$ cat src/rtl/display_digit_scanner.sv
// Scan controller for a multiplexed common-anode display: double-buffered
// display word, guard-interval anode sequencing and leading-zero suppression.
module display_digit_scanner #(
    parameter int DIGITS      = 4,
    parameter int REFRESH_DIV = 100000,
    parameter int GUARD       = 16,
    localparam int IDXW       = (DIGITS > 1) ? $clog2(DIGITS) : 1,
    localparam int PW         = (REFRESH_DIV > 1) ? $clog2(REFRESH_DIV) : 1
) (
    input  logic                  clk,
    input  logic                  rst_n,
    input  logic [4*DIGITS-1:0]   display_value,
    input  logic                  load,
    input  logic [DIGITS-1:0]     blank_mask,
    input  logic [DIGITS-1:0]     dp_mask,
    input  logic                  leading_zero_blank,
    output logic [3:0]            hex_number,
    output logic                  dp_out,
    output logic [DIGITS-1:0]     anode_enables,
    output logic [IDXW-1:0]       digit_index,
    output logic                  load_ack,
    output logic                  frame_done
);

    logic [PW-1:0]         prescaler;
    logic [4*DIGITS-1:0]   active_value;
    logic [DIGITS-1:0]     active_blank;
    logic [DIGITS-1:0]     active_dp;
    logic [4*DIGITS-1:0]   pending_value;
    logic [DIGITS-1:0]     pending_blank;
    logic [DIGITS-1:0]     pending_dp;
    logic                  pending_valid;

    logic                  tick;
    logic                  frame_tick;
    logic                  transfer;
    logic [PW-1:0]         prescaler_d;
    logic [IDXW-1:0]       index_d;
    logic [4*DIGITS-1:0]   value_d;
    logic [DIGITS-1:0]     blank_d;
    logic [DIGITS-1:0]     dpm_d;
    logic [DIGITS-1:0]     lz_mask;
    logic                  seen_nonzero;
    logic                  dark;
    logic [3:0]            hex_d;
    logic                  dp_d;
    logic [DIGITS-1:0]     anode_d;

    // Outputs are registered from next-state values so they line up with
    // the prescaler and digit index of the cycle in which they are seen.
    always_comb begin
        tick         = (prescaler == PW'(REFRESH_DIV - 1));
        frame_tick   = tick && (digit_index == IDXW'(DIGITS - 1));
        transfer     = frame_tick && pending_valid;
        prescaler_d  = tick ? '0 : prescaler + 1'b1;
        index_d      = digit_index;
        if (tick) begin
            index_d = frame_tick ? '0 : digit_index + 1'b1;
        end

        value_d = transfer ? pending_value : active_value;
        blank_d = transfer ? pending_blank : active_blank;
        dpm_d   = transfer ? pending_dp    : active_dp;

        seen_nonzero = 1'b0;
        lz_mask      = '0;
        for (int k = DIGITS - 1; k >= 1; k--) begin
            if (value_d[4*k +: 4] != 4'h0) begin
                seen_nonzero = 1'b1;
            end
            lz_mask[k] = leading_zero_blank && !seen_nonzero;
        end

        dark    = blank_d[index_d] | lz_mask[index_d];
        hex_d   = value_d[{index_d, 2'b00} +: 4];
        dp_d    = dark ? 1'b1 : ~dpm_d[index_d];
        anode_d = '1;
        if (!dark && (prescaler_d >= PW'(GUARD))) begin
            anode_d[index_d] = 1'b0;
        end
    end

    always_ff @(posedge clk or negedge rst_n) begin
        if (!rst_n) begin
            prescaler     <= '0;
            digit_index   <= '0;
            active_value  <= '0;
            active_blank  <= '0;
            active_dp     <= '0;
            pending_value <= '0;
            pending_blank <= '0;
            pending_dp    <= '0;
            pending_valid <= 1'b0;
            hex_number    <= 4'h0;
            dp_out        <= 1'b1;
            anode_enables <= '1;
            load_ack      <= 1'b0;
            frame_done    <= 1'b0;
        end else begin
            prescaler     <= prescaler_d;
            digit_index   <= index_d;
            active_value  <= value_d;
            active_blank  <= blank_d;
            active_dp     <= dpm_d;
            // A load on the boundary tick still re-arms pending for the next frame.
            if (load) begin
                pending_value <= display_value;
                pending_blank <= blank_mask;
                pending_dp    <= dp_mask;
                pending_valid <= 1'b1;
            end else if (transfer) begin
                pending_valid <= 1'b0;
            end
            hex_number    <= hex_d;
            dp_out        <= dp_d;
            anode_enables <= anode_d;
            load_ack      <= transfer;
            frame_done    <= frame_tick;
        end
    end

endmodule

$ cat config.mk
export PLATFORM = sky130hd
export DESIGN_NAME = display_digit_scanner
export DESIGN_NICKNAME = d
export VERILOG_FILES = /design/src/rtl/display_digit_scanner.sv
export SDC_FILE = /design/constraint.sdc
export NUM_CORES = 1
export LEC_CHECK = 0
export BUFFER_PORTS_ARGS = -buffer_cell sky130_fd_sc_hd__buf_4
export CORE_MARGIN = 2
export CORE_UTILIZATION = 60
export DETAILED_ROUTE_END_ITERATION = 6
export PLACE_DENSITY = 0.82
export SLEW_MARGIN = 5
export SYNTH_ARGS = -nofsm -noshare
export SYNTH_HDL_FRONTEND = slang
export SYNTH_SLANG_ARGS = --single-unit
$ cat constraint.sdc
create_clock -name clk -period 5.5 [get_ports clk]
set_clock_uncertainty 0.1 [all_clocks]
set_input_delay 0.55 -clock clk [delete_from_list [all_inputs] [get_ports clk]]
set_output_delay 0.55 -clock clk [all_outputs]
set_load 0.05 [all_outputs]
**Word level (Yosys, flattened, before mapping)**

Cells that the tools add are included.

- Output and inout bits: 13
- Word-level logic and storage cells: 61
- Bits in registers: 79

- Muxes and demuxes: 21
- Magnitude comparators: 3
- Bitwise gates (word level): 3
- $add $sub $neg: 2
- Reduce and logical (&&, ||, !) cells: 15
- Equal/unequal tests: 2
- Shift operators: 1

Operators by type and width:

| cell | count |
|---|---|
| adder 17 x 1 -> 17 bit (second input constant) | 1 |
| equality test 17 bit (second input constant) | 1 |
| >= comparator 17 x 5 -> 1 bit (second input constant) | 1 |
| two-way mux 17 bit | 1 |
| two-way mux 16 bit | 1 |
| variable part select 16 x 5 -> 4 bit | 1 |
| two-way mux 4 bit | 3 |
| nonzero test 4 bit | 3 |
| two-way mux 1 bit | 10 |
| logical AND 1 bit | 7 |
| binary-select mux 1 bit (select 2 bit) | 3 |
| zero test 1 bit | 4 |
| two-way mux 2 bit | 2 |
| NOT 4 bit | 1 |
| < comparator 2 x 3 -> 1 bit (second input constant) | 1 |
| adder 2 x 1 -> 2 bit (second input constant) | 1 |
| demux 1 bit (select 2 bit) | 1 |
| equality test 2 bit (second input constant) | 1 |
| >= comparator 2 x 1 -> 1 bit (second input constant) | 1 |
| nonzero test 2 bit | 1 |
| NOT 1 bit | 1 |
| OR 1 bit | 1 |

**Longest topological paths before layout**

Gate-level depths: netlist (run 1).

- Depth after elaboration: 16
- Gate-level depth with buffers: 10
- Depth with buffers taken out: 8

**Worst setup path before layout (run 1)**

OpenSTA, ideal clock, no wires.

- Path type: reg2reg
- Start: reg digit_index[0]
- End: reg anode_enables[3]
- Clock period less this slack: 2453 ps
- Path slack: 3047 ps
- Stages on the path, launching flop included: 8
- Required time: 5278 ps
- Arrival: 2231 ps
- Path through: dfrtp_1 > ha_1 > clkbuf_1 > nor2_1 > mux2i_4 > a2111oi_4 > nor4b_2 > o2111ai_1

- Cells in the longest elaborated chain, start to end: 16
- Elaborated cells between the ends (all ways): 34

RTL lines:

| item | RTL line | source |
|---|---|---|
| start, declared | 20 | `output logic [IDXW-1:0] digit_index,` |
| start signal, assigned | 101 | `digit_index <= index_d;` |
| equality test 2 bit | 53 | `frame_tick = tick && (digit_index == IDXW'(DIGITS - 1));` |
| logical AND 1 bit | 53 |  |
| logical AND 1 bit | 54 | `transfer = frame_tick && pending_valid;` |
| two-way mux 16 bit | 61 | `value_d = transfer ? pending_value : active_value;` |
| nonzero test 4 bit | 68 | `if (value_d[4*k +: 4] != 4'h0) begin` |
| two-way mux 1 bit (3 in series) | 68 |  |
| zero test 1 bit | 71 | `lz_mask[k] = leading_zero_blank && !seen_nonzero;` |
| logical AND 1 bit | 71 |  |
| binary-select mux 1 bit (select 2 bit) | 74 | `dark = blank_d[index_d] \| lz_mask[index_d];` |
| two-way mux 1 bit (implied by the code) | 74 |  |
| OR 1 bit | 74 |  |
| zero test 1 bit | 78 | `if (!dark && (prescaler_d >= PW'(GUARD))) begin` |
| logical AND 1 bit | 78 |  |
| two-way mux 4 bit (*) | 78 |  |
| net anode_d[3] | 47 | `logic [DIGITS-1:0] anode_d;` |
| end signal, assigned | 116 | `anode_enables <= anode_d;` |
| end, declared | 19 | `output logic [DIGITS-1:0] anode_enables,` |

Mark *: on every way through the listed nets, which the timed path passes. The rest lies on a longest branch. The select of a mux whose other input is x is not followed.
A chain may end at the register's enable or synchronous reset.

**Worst setup path after layout (run 1)**

- Start: reg prescaler[0]
- End: reg hex_number[3]

- Cells in the longest elaborated chain, start to end: 5
- Elaborated cells between the ends (all ways): 7

RTL lines:

| item | RTL line | source |
|---|---|---|
| start, declared | 25 | `logic [PW-1:0] prescaler;` |
| start signal, assigned | 100 | `prescaler <= prescaler_d;` |
| equality test 17 bit | 52 | `tick = (prescaler == PW'(REFRESH_DIV - 1));` |
| logical AND 1 bit | 53 |  |
| logical AND 1 bit | 54 |  |
| two-way mux 16 bit | 61 |  |
| net value_d[3] | 39 | `logic [4*DIGITS-1:0] value_d;` |
| variable part select 16 x 5 -> 4 bit | 75 | `hex_d = value_d[{index_d, 2'b00} +: 4];` |
| net hex_d[3] | 45 | `logic [3:0] hex_d;` |
| end signal, assigned | 94 | `hex_number <= 4'h0;` |
| end signal, assigned | 114 | `hex_number <= hex_d;` |
| end, declared | 17 | `output logic [3:0] hex_number,` |

The timed path passes the listed nets, and every way through them passes these cells.

==> out/metrics.cfg, run 1 <==
[sta]
rsz0062_at_grt=false
setup_violations=0
slew_viol_final=0
tns_ps=0
finalHoldViolations=0
post-route-period-util_pct=51.2
max_freq_mhz=355
tightest_slew_ps=949
period_minus_slack_ps=2820
slew_headroom_pct=36.7
whs_ps=239

[route]
wl_um=6740
routed_via_density=5.80
firstDrtPassIters=4
drtIter0Drc=144
drtAntennaViolNets=0
wl_per_cell_um=16.3
drc=0
via_count=2396

[grt]
met3_usage_pct=5.37
antenna_found_initial=0
grt_max_degree=80
grt_pass1_wl_um=11500
grt_pass1_vias=2468
met1_usage_pct=28.6
grt_busiest_layer=met2
grt_util_all_layers_pct=20.7
met2_usage_pct=31.7
gr-total-overflow=0

[cells_and_area]
diodes=0
final_cell_mix=74 x dfrtp_1, 41 x buf_4, 39 x mux2_2
final_area_mm2=0.00430
drive_above_1_share_pct=35.8
syn_to_final_growth_pct=14.0
final_cells=413
final_util_pct=71.8
final_common_cell=dfrtp_1
final_nets=363
nFillCells=429

[setup_path]
cp.required_ps=5620
endpoint_kind=flop
crit_chain=ha_1 > and4_4 > and4_1 > buf_4 > and2_4 > mux2_2 > mux2i_1 > mux2i_1
rrSetupSlack_ps=2680
worstPathArrival_ps=2930
cpMostUsedCell=mux2i_1
critPathLaunchType=flop
r2r_end=hex_number[3]
crit_fanout=27
critPathKind=reg2reg
r2r_cells=8
slowest_stage=and2_4
slowest_delay_ps=480
reg2reg_from=prescaler[0]

[floorplan]
start_util_pct=63.0
rows=28
die_h_um=83.3
die_area_mm2=0.00694
core-area_mm2=0.00599
die_w_um=83.3
ios=41

[clock_tree]
cts_buffers=9
clkTransAtPathRegs_ps=80
cts_buffer_depth=2
ctsHoldBuffers=0
h-tree-depth=3
post_cts_buffers=0
ctsRootBufferMaster=clkbuf_8
cts_tree=yes
cts_resized=0
clkSinkCount=79
clkLatencyLatePin_ps=350

[placed_design]
io_buffers=40
place_area_mm2=0.00408
hpwl_um=4570
dp.cells=397
gp_congestion=0.872

[outcome]
status=finished, final reports clean

[synth]
avgSynthCellArea_um2=12.8
synth_top_area_share_pct=49.1
async_flop_share_pct=100
syn_inst=295
synth_top_cell_by_area=dfrtp_1
ys_types=56
synth_ff_type=dfrtp_1
syn-cell-area_mm2=0.00377
yosys_warnings=0
synth-edff-count=0
syn_nets=325
synthTopCellsByArea=dfrtp_1 49%, mux2_2 12%, mux2i_1 4.5%, mux2_4 4.4%, dfstp_2 3.5%
ys_ff_latch=79
ys_seq_area_share_pct=52.6

[power]
power_density_mw_per_mm2=264
p_leak_uw=0.00201
peakVddDrop_uv=177

[flow_run]
drv_cap=0

[min_path]
min_path_type=in2async

## synth_stat cells, drive strengths merged, types with 5 or more instances
cell,instances
clkbuf,5
nor2,21
buf,9
nand4,5
mux2i,19
nand2,14
nand3,6
mux2,50
o21ai,5
dfrtp,74
xor2,11
dfstp,5
xnor2,8
nor3,6
nor2b,5
## through the flow
step                      setup WS (ps)  power [uW]
after global placement             2830         674
after CTS                          2680        1150
after global routing               2550        1180
after floorplan                    3050         643
after detailed placement           2700         676
final                              2680        1140
## cells by family after synthesis
family	after synthesis	synth area share (%)
fa+ha+maj	2	0.663
xor+xnor	19	4.41
mux	69	21.7
simple gates	83	12.4
flops	79	52.6
compound gates	26	5.40
buf+inv	17	2.88
## per-layer routing
| layer | vias to the layer above | wire length (um) |
|---|---|---|
| met3 | 8 | 311 |
| met5 | - | 0 |
| met4 | 0 | 78 |
| li1 | 1144 | - |
| met2 | 61 | 3260 |
| met1 | 1183 | 3090 |
## how the worst max path moves through the flow
stage | slack, ps | cells past startpoint | endpoint | startpoint
2_1_floorplan | 3050 | 7 | anode_enables[3] | digit_index[0]
3_3_place_gp | 2830 | 8 | hex_number[3] | prescaler[0]
3_5_place_dp | 2700 | 8 | hex_number[3] | prescaler[0]
4_1_cts | 2680 | 8 | hex_number[3] | prescaler[0]
5_1_grt | 2550 | 8 | hex_number[0] | prescaler[0]
6_report | 2680 | 8 | hex_number[3] | prescaler[0]
## worst max-delay path, delay by kind of cell (launching register included)
kind          cells  cell delay [ps]
simple gates      3              940
mux               3              650
flops             1              400
buf+inv           1              300
fa+ha+maj         1              290
## state kept, by name (all words and copies together) (netlist names)
register,count
prescaler,17
active_value,16
pending_value,16
active_blank,4
active_dp,4
anode_enables,4
hex_number,4
pending_blank,4
pending_dp,4
digit_index,2
dp_out,1
frame_done,1
load_ack,1
pending_valid,1
## cell type report
class                           count  area [um2]  area share [%]
Clock inverter                      5        81.3            1.89
Clock buffer                       11         141            3.29
Multi-Input combinational cell    199        1680            39.1
Inverter                            3        11.3           0.262
Timing Repair Buffer               41         308            7.16
Tap cell                           75        93.8            2.18
Sequential cell                    79        1980            46.1
## report_power, final
part	total [uW]	switching, uW	internal [uW]
Combinational	52.6	22.3	30.4
Sequential	611	12.4	598
Clock	472	204	268
Power figures use the tool's default switching activity.
==> run 2, diff against run 1 <==
ABC_AREA = 1   (was unset)
CORE_UTILIZATION = 58   (was 60)
PLACE_DENSITY = 0.8   (was 0.82)
clock period = 2.8 ns   (was 5.5 ns; I/O delays follow)
==> out/metrics.cfg, run 2 <==
[placed_design]
gp_congestion=0.928
place_area_mm2=0.00397
io_buffers=40
dp.cells=533
hpwl_um=5050

[power]
peakVddDrop_uv=517
p_leak_uw=0.00232
power_density_mw_per_mm2=515
total_power_uw=2150

[setup_path]
critPathTopFamily=simple AND/OR/NAND/NOR gates
cp_num_buf_inv=1
critPathLaunchType=flop
r2r_cells=13
crit_fanout=35
slowest_delay_ps=370
cp.required_ps=2990
r2r_end=anode_enables[3]
critPathKind=reg2reg
endpoint_kind=flop
crit_chain=ha_1 > nand2_2 > nor2_8 > nand3_2 > nor2_4 > nand3_4 > nand2_1 > inv_1 > nor2_1 > nand3_1 > nor2_1 > nand3_2 > nand4_1
cp.depth=13
reg2reg_from=prescaler[0]
rrSetupSlack_ps=480
slowest_stage=dfrtp_1
worstPathArrival_ps=2510

[route]
wl_per_cell_um=12.8
wl_um=7050
firstDrtPassIters=5
via_count=2775
routed_via_density=5.05
drtAntennaViolNets=0
drtIter0Drc=212
drc=0

[cells_and_area]
drive_above_1_share_pct=17.3
final_common_cell=nand2_1
final_cell_mix=134 x nand2_1, 74 x dfrtp_1, 65 x inv_1
diodes=0
reg.largest.list=prescaler x17, active_value x16, pending_value x16
syn_to_final_growth_pct=14.7
final_cells=549
final_nets=499
largest_register=prescaler
final_util_pct=69.7
largest_register_ffs=17
final_area_mm2=0.00418

[synth]
syn-cell-area_mm2=0.00364
synth_common_cells=134 x nand2_1, 74 x dfrtp_1, 65 x inv_1
synth_top_cell_by_area=dfrtp_1
synth_ff_type=dfrtp_1
yosys_warnings=0
ys_seq_area_share_pct=54.5
synth_top_area_share_pct=50.9
syn_nets=458
synth.most_common_cell=nand2_1
ys_types=34
avgSynthCellArea_um2=8.51
synth-edff-count=0
synthTopCellsByArea=dfrtp_1 51%, nand2_1 14%, inv_1 6.7%, dfstp_2 3.6%, o21ai_0 3.0%
syn_inst=428
ys_ff_latch=79
async_flop_share_pct=100

[grt]
grt_max_degree=80
antenna_found_initial=0
grt_pass1_wl_um=12100
grt_util_all_layers_pct=22.0
grt_pass1_vias=2618
gr-total-overflow=0

[outcome]
status=finished with violations
violations=negative hold slack

[clock_tree]
post_cts_buffers=0
ctsRootBufferMaster=clkbuf_8
h-tree-depth=3
cts_buffer_depth=2
clkSinkCount=79
cts_tree=yes
clkLatencyLatePin_ps=350
clkTransAtPathRegs_ps=80
cts_resized=0
cts_buffers=9
ctsHoldBuffers=0

[sta]
tns_ps=0
finalHoldViolations=8
whs_ps=-34.8
tightest_slew_ps=971
setup_violations=0
slew_headroom_pct=35.3
post-route-period-util_pct=82.9
period_minus_slack_ps=2320
slew_viol_final=0
max_freq_mhz=431
rsz0062_at_grt=false

[flow_run]
drv_cap=0

[floorplan]
rows=28
ios=41
core-area_mm2=0.00599
die_area_mm2=0.00693
start_util_pct=60.8
die_h_um=83.2
die_w_um=83.2

[min_path]
min_path_type=in2async

[run 2: changes by cell type in the layout (fill, tap and decap cells not counted), sizes merged, moves of 5 or more]
cell and delta:
inv +67, mux2i -19, nand3 +19, mux2 -50, nand4 +12, xor2 -6, nor2 +10, nand2 +124
xnor2 -7, nor2b -5, o21ai +31
[run 2: stage by stage]
step	hold WS [ps]	worst slack, ps
after floorplan	-116	718
after global placement	343	584
after detailed placement	350	481
after CTS	14.3	467
after global routing	26.2	219
final	-34.8	478
[run 2: final cells by class]
cell class	instances	area (um2)
Sequential cell	79	1980
Fill cell	471	1810
Clock inverter	6	67.6
Clock buffer	10	138
Tap cell	75	93.8
Multi-Input combinational cell	269	1330
Timing Repair Buffer	41	308
Inverter	69	262
[run 2: per-layer routing]
metal / wire length (um) / track usage (%) / vias to the layer above / part of all wire, %
met1: 3310 / 30.6 / 1278 / 47
met2: 3330 / 33.8 / 61 / 47
met4: 97 / 9.24 / 0 / 1.4
met5: 0 / 0 / - / 0
li1: - / - / 1426 / -
met3: 311 / 4.37 / 10 / 4.4
[run 2: where the power goes]
| part | switching [uW] | internal (uW) |
|---|---|---|
| clock network | 434 | 439 |
| logic | 58.5 | 37.8 |
| registers | 11.8 | 1170 |
| total | 504 | 1650 |
[run 2: kinds of logic after synthesis]
| kind of cell | after synthesis | share of synthesized area (%) |
|---|---|---|
| xor+xnor | 6 | 1.44 |
| simple gates | 218 | 27.4 |
| buf+inv | 80 | 9.11 |
| compound gates | 43 | 6.91 |
| fa+ha+maj | 2 | 0.687 |
| flops | 79 | 54.5 |
[run 2: worst max path at each step]
stage	to	from
after global routing	anode_enables[3]	prescaler[0]
after floorplan	anode_enables[0]	digit_index[0]
after global placement	anode_enables[0]	prescaler[0]
final	anode_enables[3]	prescaler[0]
after CTS	anode_enables[3]	prescaler[0]
after detailed placement	anode_enables[3]	prescaler[0]
[run 2: worst reg2reg max path, stage by stage (launching register included)]
cell and delay [ps]:
dfrtp_1 370, ha_1 200, nand2_2 100, nor2_8 150, nand3_2 110, nor2_4 120
nand3_4 290, nand2_1 160, inv_1 50, nor2_1 160, nand3_1 100, nor2_1 120
nand3_2 130, nand4_1 100
==> run 3, diff against run 2 <==
clock period = 2.4 ns   (was 2.8 ns; I/O delays follow)
==> out/metrics.cfg, run 3 (synthesis gave the netlist of run 2 again) <==
[floorplan]
die_area_mm2=0.00693
core-area_mm2=0.00599
die_h_um=83.2
ios=41
die_w_um=83.2
rows=28
start_util_pct=60.8

[route]
drtAntennaViolNets=0
wl_um=8440
wl_per_cell_um=14.3
routed_via_density=5.31
via_count=3133
drc=0
drtIter0Drc=370
firstDrtPassIters=5

[sta]
post-route-period-util_pct=96.7
slew_viol_final=0
tightest_slew_ps=531
tns_ps=0
finalHoldViolations=0
setup_violations=0
slew_headroom_pct=64.6
max_freq_mhz=431
period_minus_slack_ps=2320
whs_ps=6.86

[cells_and_area]
drive_above_1_share_pct=21.4
final_cell_mix=134 x nand2_1, 74 x dfrtp_1, 63 x inv_1
largest_register=prescaler
diodes=0
reg.largest.list=prescaler x17, active_value x16, pending_value x16
final_nets=540
final_common_cell=nand2_1
largest_register_ffs=17
syn_to_final_growth_pct=27.9

[clock_tree]
clkLatencyLatePin_ps=340
cts_buffers=9
clkTransAtPathRegs_ps=80
ctsRootBufferMaster=clkbuf_8
cts_buffer_depth=2
cts_tree=yes
h-tree-depth=3
clkSinkCount=79

[setup_path]
critPathLaunchType=flop
slowest_delay_ps=410
endpoint_kind=flop
r2r_cells=13
cp.required_ps=2580
cpMostUsedCell=nand3_2
worstPathArrival_ps=2500
critPathKind=reg2reg
crit_chain=ha_4 > nand2_2 > nor2_8 > nand3_2 > nor2_4 > nand3_2 > nand2_1 > inv_1 > nor2_2 > nand3_1 > nor2_1 > nand3_4 > nand4_1
slowest_stage=dfrtp_1
crit_fanout=5

[power]
comb_power_share_pct=5.7
p_int_uw=1940
switching_share_pct=22.3
total_power_uw=2500
p_leak_uw=0.00254
p_clk_share_pct=39.0
switchingPower_uw=556
pwr-share-seq_pct=55.3
power_density_mw_per_mm2=536
peakVddDrop_uv=400

[outcome]
status=finished, final reports clean

[flow_run]
drv_cap=0

[placed_design]
hpwl_um=5230
io_buffers=40
gp_congestion=0.898

[grt]
grt_pass1_vias=2938
grt_util_all_layers_pct=24.1
antenna_found_initial=0
grt_max_degree=46
grt_pass1_wl_um=13400
gr-total-overflow=0

[min_path]
whs_path_depth=3
min_path_type=in2reg

==> run 3: critical path, delay by kind of cell, from the launching register on <==
family                     cells  cell delay [ps]
adders and majority gates      1              160
buffers and inverters          1               60
DFF                            1              410
and+or+nand+nor               11             1520
==> run 3: worst paths after layout <==
check	from	endpoint	slack, ps
hold / removal	display_value[8]	pending_value[8]	7
min in group asynchronous	rst_n	prescaler[10]	280
setup reg to reg	prescaler[1]	anode_enables[3]	80
hold reg to reg	pending_value[11]	pending_value[11]	380
setup / recovery	prescaler[1]	anode_enables[3]	80
max in group asynchronous	rst_n	dp_out	1270
==> run 3: cell type report <==
class | count | area (um2)
Timing Repair Buffer | 81 | 736
Sequential cell | 79 | 1980
Multi-Input combinational cell | 270 | 1390
Clock inverter | 4 | 47.5
Fill cell | 372 | 1340
Clock buffer | 12 | 145
Inverter | 69 | 262
Tap cell | 75 | 93.8
==> run 3: power groups by stage <==
stage / clock network, uW / logic [uW] / registers (uW)
5_1_grt: 1050 / 165 / 1380
3_5_place_dp: 0 / 120 / 1410
6_report: 973 / 144 / 1380
4_1_cts: 989 / 145 / 1380
2_1_floorplan: 0 / 44.5 / 1400
3_3_place_gp: 0 / 118 / 1400
==> run 3: through the flow <==
step | util [%] | cell area, um2 | std cells | setup slack [ps]
finish | 77.7 | 4660 | 590 | 80.0
global route | 77.7 | 4660 | 590 | -49.9
CTS | 73.4 | 4400 | 572 | 96.2
detailed placement | 67.1 | 4020 | 538 | 151
global placement | 67.1 | 4020 | 538 | 188
floorplan | - | 3640 | 428 | 318
==> run 3: metal layers <==
layer	track usage, %	vias up	part of all wire, %
li1	-	1504	-
met1	31.3	1491	41
met2	40.3	112	50
met3	4.17	26	5.5
met4	9.39	0	3.1
met5	0	-	0
==> run 3: what timing repair did <==
item | CTS | global route
setup endpoints to repair | 0 | 7
resized for setup | 0 | 18
hold buffers | 18 | 1
buffers inserted | 0 | 14
hold endpoints to repair | 51 | 1
